--- config.mk ---
export PLATFORM = sky130hd
export DESIGN_NAME = tlul_reg_adapter
export DESIGN_NICKNAME = d
export VERILOG_FILES = /design/src/rtl/tlul_reg_adapter.sv
export SDC_FILE = /design/constraint.sdc
export NUM_CORES = 1
export LEC_CHECK = 0
export CORE_MARGIN = 2
export CORE_UTILIZATION = 28
export DETAILED_ROUTE_END_ITERATION = 10
export GPL_TIMING_DRIVEN = 0
export PLACE_DENSITY = 0.62
export SYNTH_ARGS = -nofsm -noshare
export SYNTH_HDL_FRONTEND = slang
export SYNTH_SLANG_ARGS = --single-unit
export TNS_END_PERCENT = 20
--- constraint.sdc ---
create_clock -name clk_i -period 2.39 [get_ports clk_i]
set_clock_uncertainty 0.1 [all_clocks]
set_input_delay 0.5975 -clock clk_i [delete_from_list [all_inputs] [get_ports clk_i]]
set_output_delay 0.5975 -clock clk_i [all_outputs]
set_load 0.02 [all_outputs]
--- src/rtl/tlul_reg_adapter.sv ---
// TL-UL device endpoint: converts single TL-UL transactions into a register
// strobe interface with wait states, timeout and malformed-request errors.

// Minimal TL-UL payload types shared with the crossbar sockets.
package tlul_pkg;
  localparam int unsigned TL_AW  = 32;
  localparam int unsigned TL_DW  = 32;
  localparam int unsigned TL_DBW = TL_DW / 8;
  localparam int unsigned TL_SZW = 2;
  localparam int unsigned TL_AIW = 8;
  localparam int unsigned TL_DIW = 1;
  localparam int unsigned TL_AUW = 16;
  localparam int unsigned TL_DUW = 16;

  localparam logic [2:0] OpPutFullData    = 3'h0;
  localparam logic [2:0] OpPutPartialData = 3'h1;
  localparam logic [2:0] OpGet            = 3'h4;
  localparam logic [2:0] OpAccessAck      = 3'h0;
  localparam logic [2:0] OpAccessAckData  = 3'h1;

  typedef struct packed {
    logic              a_valid;
    logic [2:0]        a_opcode;
    logic [2:0]        a_param;
    logic [TL_SZW-1:0] a_size;
    logic [TL_AIW-1:0] a_source;
    logic [TL_AW-1:0]  a_address;
    logic [TL_DBW-1:0] a_mask;
    logic [TL_DW-1:0]  a_data;
    logic [TL_AUW-1:0] a_user;
    logic              d_ready;
  } tl_h2d_t;

  typedef struct packed {
    logic              d_valid;
    logic [2:0]        d_opcode;
    logic [2:0]        d_param;
    logic [TL_SZW-1:0] d_size;
    logic [TL_AIW-1:0] d_source;
    logic [TL_DIW-1:0] d_sink;
    logic [TL_DW-1:0]  d_data;
    logic [TL_DUW-1:0] d_user;
    logic              d_error;
    logic              a_ready;
  } tl_d2h_t;
endpackage

module tlul_reg_adapter #(
  parameter int unsigned RegAw         = 8,
  parameter int unsigned TimeoutCycles = 16
) (
  input  logic               clk_i,
  input  logic               rst_i,
  input  tlul_pkg::tl_h2d_t  tl_i,
  output tlul_pkg::tl_d2h_t  tl_o,
  output logic               re_o,
  output logic               we_o,
  output logic [RegAw-1:0]   addr_o,
  output logic [31:0]        wdata_o,
  output logic [3:0]         be_o,
  input  logic [31:0]        rdata_i,
  input  logic               busy_i,
  input  logic               error_i
);
  import tlul_pkg::*;

  localparam int unsigned CntRaw = $clog2(TimeoutCycles + 1);
  localparam int unsigned CntW   = (CntRaw < 1) ? 1 : CntRaw;

  typedef enum logic [1:0] {
    StIdle   = 2'd0,
    StAccess = 2'd1,
    StResp   = 2'd2
  } state_e;

  state_e            state;
  logic              req_get;
  logic [CntW-1:0]   wait_cnt;
  logic              d_valid;
  logic              d_error;
  logic [2:0]        d_opcode;
  logic [TL_SZW-1:0] d_size;
  logic [TL_AIW-1:0] d_source;
  logic [31:0]       d_data;

  logic              malformed_c;
  logic              a_get_c;
  logic              timeout_hit_c;

  // Fields of the request that this endpoint has no use for.
  logic unused_tl;
  assign unused_tl = ^{tl_i.a_param, tl_i.a_user, tl_i.a_address[TL_AW-1:RegAw]};

  assign a_get_c = (tl_i.a_opcode == OpGet);

  // Request legality check on the incoming A-channel beat.
  always_comb begin
    malformed_c = 1'b0;
    case (tl_i.a_opcode)
      OpGet: malformed_c = 1'b0;
      OpPutFullData: begin
        if ((tl_i.a_size != 2'd2) || (tl_i.a_mask != 4'hF)) malformed_c = 1'b1;
      end
      OpPutPartialData: begin
        if (tl_i.a_mask == 4'h0) malformed_c = 1'b1;
      end
      default: malformed_c = 1'b1;
    endcase
    if (tl_i.a_address[1:0] != 2'b00) malformed_c = 1'b1;
    if (tl_i.a_size > 2'd2) malformed_c = 1'b1;
  end

  // This busy cycle would bring the wait count up to the timeout limit.
  assign timeout_hit_c = (TimeoutCycles != 0) &&
                         ((32'(wait_cnt) + 32'd1) == 32'(TimeoutCycles));

  // Transaction FSM with registered strobes and response fields.
  always_ff @(posedge clk_i) begin
    if (rst_i) begin
      state    <= StIdle;
      req_get  <= 1'b0;
      wait_cnt <= '0;
      re_o     <= 1'b0;
      we_o     <= 1'b0;
      addr_o   <= '0;
      wdata_o  <= '0;
      be_o     <= '0;
      d_valid  <= 1'b0;
      d_error  <= 1'b0;
      d_opcode <= '0;
      d_size   <= '0;
      d_source <= '0;
      d_data   <= '0;
    end else begin
      case (state)
        StIdle: begin
          if (tl_i.a_valid) begin
            req_get  <= a_get_c;
            addr_o   <= tl_i.a_address[RegAw-1:0];
            wdata_o  <= tl_i.a_data;
            be_o     <= tl_i.a_mask;
            d_size   <= tl_i.a_size;
            d_source <= tl_i.a_source;
            d_opcode <= a_get_c ? OpAccessAckData : OpAccessAck;
            if (malformed_c) begin
              state   <= StResp;
              d_valid <= 1'b1;
              d_error <= 1'b1;
              d_data  <= a_get_c ? 32'hFFFF_FFFF : 32'h0;
            end else begin
              state    <= StAccess;
              re_o     <= a_get_c;
              we_o     <= !a_get_c;
              wait_cnt <= '0;
            end
          end
        end
        StAccess: begin
          if (busy_i) begin
            if (timeout_hit_c) begin
              state   <= StResp;
              re_o    <= 1'b0;
              we_o    <= 1'b0;
              d_valid <= 1'b1;
              d_error <= 1'b1;
              d_data  <= req_get ? 32'hFFFF_FFFF : 32'h0;
            end else if (TimeoutCycles != 0) begin
              wait_cnt <= wait_cnt + CntW'(1);
            end
          end else begin
            state   <= StResp;
            re_o    <= 1'b0;
            we_o    <= 1'b0;
            d_valid <= 1'b1;
            d_error <= error_i;
            d_data  <= !req_get ? 32'h0 : (error_i ? 32'hFFFF_FFFF : rdata_i);
          end
        end
        StResp: begin
          if (tl_i.d_ready) begin
            state   <= StIdle;
            d_valid <= 1'b0;
            d_error <= 1'b0;
          end
        end
        default: begin
          state <= StIdle;
          re_o  <= 1'b0;
          we_o  <= 1'b0;
        end
      endcase
    end
  end

  // D-channel and a_ready; a_ready is held low combinationally during reset.
  always_comb begin
    tl_o          = '0;
    tl_o.d_valid  = d_valid;
    tl_o.d_opcode = d_opcode;
    tl_o.d_size   = d_size;
    tl_o.d_source = d_source;
    tl_o.d_data   = d_data;
    tl_o.d_error  = d_error;
    tl_o.a_ready  = (state == StIdle) && !rst_i;
  end

endmodule
==> metrics.csv <==
stage,metric,value,unit
setup_path,critical path class,in -> reg,
setup_path,startpoint types,input pin,
timing,Final setup viols,0,
timing,Max Slew Vio Count,0,
flow_run,max-cap violations,0,
power,pwr dens,612,nW/um2
worst_hold_path,Cells on Worst Hold Path,2,
die,# rows,45,
global_route,initial antenna violation count,0,
setup_path,WP data required,2.54,ns
timing,Final Cycle Share,99.0,%
global_route,largest net degree at the start of global routing,15,
die,Die Wd,128,um
timing,Worst-Margin Slew,0.540,ns
setup_path,worst r2r src,wait_cnt[0],
place,placed insts,894,
die,io pins,252,
global_route,Overflow after GRT,0,
detailed_routing,DR pass1 iterations,4,
place,global placer's final weighted congestion,0.767,
cts,number of clock sinks,98,
setup_path,Reg2Reg Depth,7,
cts,Root Buffer,clkbuf_16,
worst_hold_path,Hold WC Path Type,reg -> reg,
detailed_routing,number of vias per cell,4.63,
detailed_routing,antenna-violating nets left,0,
place,I/O Buffers,186,
timing,achievable clock frequency,423,MHz
place,pre-CTS setup slack,-1.56,ns
setup_path,Critical R2R Capture,d_data[8],
logic_synthesis,"FF+latch count, synth",98,
global_route,first-pass GRT wire length,20.7,mm
global_route,vias in the first global route,4218,
timing,Final Hold Fails,0,
timing,worst hold margin,0.354,ns
cts,H-tree Lvls,3,
finish,fin nets,862,
detailed_routing,DR WL/cell,14.3,um
logic_synthesis,Synth Flop Type,dfxtp_1,
logic_synthesis,Post-Syn Area,4310,um2
detailed_routing,Initial DRC Count,168,
logic_synthesis,"EDFF count, synth",0,
global_route,gr usage total,15.8,%
cts,TritonCTS buffer count,9,
timing,min cycle time layout,2.37,ns
timing,setup tns final,0,ns
detailed_routing,DRT Wirelength,13.1,mm
setup_path,r2r setup slk,0.11,ns
power,Leakage,2.61,nW
logic_synthesis,average size of a mapped cell,8.63,um2
cts,CTS tree,done,
power,Worst VDD drop,0.000355,V
setup_path,worst setup path endpoint,d_valid,
cts,clock latency on the worst-skew pair,0.35,ns
logic_synthesis,synth warn,0,
setup_path,CP max FO,3,
timing,final worst-path setup slack,0.0236,ns
finish,fin cells,916,
logic_synthesis,sequential share of the synthesized area,45.5,%
die,core outline area,15100,um2
timing,RSZ-0062 raised after global routing,yes,
outcome,status,completed,
logic_synthesis,Netlist cell types,49,
finish,layout cells sized above 1,14.0,%
setup_path,Worst EP arrival,2.51,ns
finish,utilization after layout,45.9,%
die,die height,128,um
cts,worst-case clock buffer depth,2,
logic_synthesis,asr flop ratio synth,0,%
cts,CTS Hold Buffers Added,0,
die,total die area,16400,um2
timing,Slew Limit Headroom,64.0,%
place,hpwl dp,9.74,mm
detailed_routing,# DRC,0,
setup_path,Worst Setup SP,tl_i[49],
setup_path,crit path capture type,flip-flop,
finish,# fillers,1478,
detailed_routing,vias,4243,
finish,Area Growth Syn to Fin,60.8,%
logic_synthesis,Cells after Synth,499,
finish,final antenna diode count,0,
cts,clk slew on worst S/H paths,0.07,ns
die,Starting Density,28.5,%
flip-flops by register name (all words and copies together) (netlist names):
signal and flops:
d_data 32, wdata_o 32, addr_o 8, d_source 8, wait_cnt 5, be_o 4
d_size 2, state 2, d_error 1, d_valid 1, re_o 1, req_get 1
we_o 1
worst max-delay path: stages:
cell and delay, ns:
dlygate4sd2_1 0.28, or4_4 0.54, a221oi_4 0.33, buf_4 0.17
buf_4 0.10, o21ai_0 0.07, and3b_1 0.21, a21bo_2 0.21
where the power goes:
| part | internal (mW) | switching (mW) | total, mW |
|---|---|---|---|
| combinational | 0.527 | 0.490 | 1.02 |
| sequential | 1.75 | 0.0693 | 1.82 |
| clock | 0.793 | 0.604 | 1.40 |
cells in the mapped netlist, types with 2 or more instances:
| library cell | count | area, um2 |
|---|---|---|
| a211oi_1 | 2 | 15.0 |
| a21oi_1 | 61 | 305 |
| a22oi_1 | 5 | 37.5 |
| a22oi_2 | 28 | 350 |
| a311oi_2 | 2 | 30.0 |
| and2_1 | 3 | 18.8 |
| buf_1 | 8 | 30.0 |
| buf_4 | 25 | 188 |
| buf_6 | 6 | 67.6 |
| clkbuf_1 | 23 | 86.3 |
| dfxtp_1 | 98 | 1960 |
| inv_1 | 3 | 11.3 |
| nand2_1 | 118 | 443 |
| nand2b_1 | 35 | 219 |
| nand3_1 | 2 | 10.0 |
| nor2_1 | 7 | 26.3 |
| nor3_1 | 4 | 20.0 |
| o21ai_0 | 36 | 180 |
| o31ai_1 | 2 | 15.0 |
| or2_2 | 2 | 12.5 |
cell families (layout without fill, tap and decap cells):
group | count (synthesis) | in the layout | synth area share [%]
buffers and inverters | 65 | 273 | 8.89
multiplexers | 2 | 2 | 0.494
other | 1 | 22 | 0.0870
adder cells (fa/ha/maj) | 1 | 1 | 0.290
AND/OR/NAND/NOR | 182 | 182 | 19.5
flip-flops | 98 | 98 | 45.5
AO/OA/AOI/OAI | 150 | 150 | 25.2
repair_timing:
item,in CTS,in global routing
setup buffers,4,1
setup endpoints to repair,98,58
pin swaps,3,2
gates cloned,1,0
resized for setup,27,9
cell usage in the layout (no fill, tap or decap), types with 2 or more instances in the layout:
cell,netlist,routed
o31ai_1,2,2
conb_1,1,22
or2_2,2,2
clkbuf_16,0,9
a22oi_2,28,28
buf_12,0,2
nand2b_1,35,35
a311oi_2,2,2
o21ai_0,36,36
and2_1,3,3
buf_6,6,5
a22oi_1,5,5
buf_8,0,2
clkdlybuf4s50_1,0,180
inv_1,3,3
dfxtp_1,98,98
clkbuf_8,0,5
clkbuf_1,23,22
buf_1,8,6
nand3_1,2,2
dlygate4sd2_1,0,5
nor3_2,0,2
nor2_1,7,7
clkbuf_2,0,3
nand2_1,118,117
nor3_1,4,2
a21oi_1,61,61
buf_4,25,29
how the worst min path moves through the flow:
stage	start	end	slack (ns)
3_3_place_gp	wdata_o[29]	wdata_o[29]	0.34
3_5_place_dp	wdata_o[29]	wdata_o[29]	0.35
4_1_cts	wdata_o[29]	wdata_o[29]	0.36
5_1_grt	wdata_o[31]	wdata_o[31]	0.38
2_1_floorplan	d_valid	d_valid	0.34
6_report	wdata_o[2]	wdata_o[2]	0.35
layout make-up:
type | instances | area [um2] | share of cell area (%)
Buffer | 62 | 419 | 6.05
Clock buffer | 15 | 278 | 4.01
Clock inverter | 1 | 7.51 | 0.108
Inverter | 3 | 11.3 | 0.163
Multi-Input combinational cell | 357 | 2070 | 29.9
Sequential cell | 98 | 1960 | 28.3
Tap cell | 188 | 235 | 3.40
Timing Repair Buffer | 192 | 1940 | 28.0
per-stage QoR:
step                      cell area, um2  power, mW
final                               6930       4.24
after floorplan                     4390       2.35
after global placement              6480       2.82
after detailed placement            6480       2.84
after global routing                6930       4.44
after CTS                           6890       4.28
layer usage:
layer	part of all wire, %	GRT usage, %	vias to the layer above
met5	0	0	-
met4	1.7	5.82	0
met3	8.5	5.38	15
met2	45	25.8	152
met1	45	19.3	1973
li1	-	-	2103
Power figures use the tool's default switching activity.
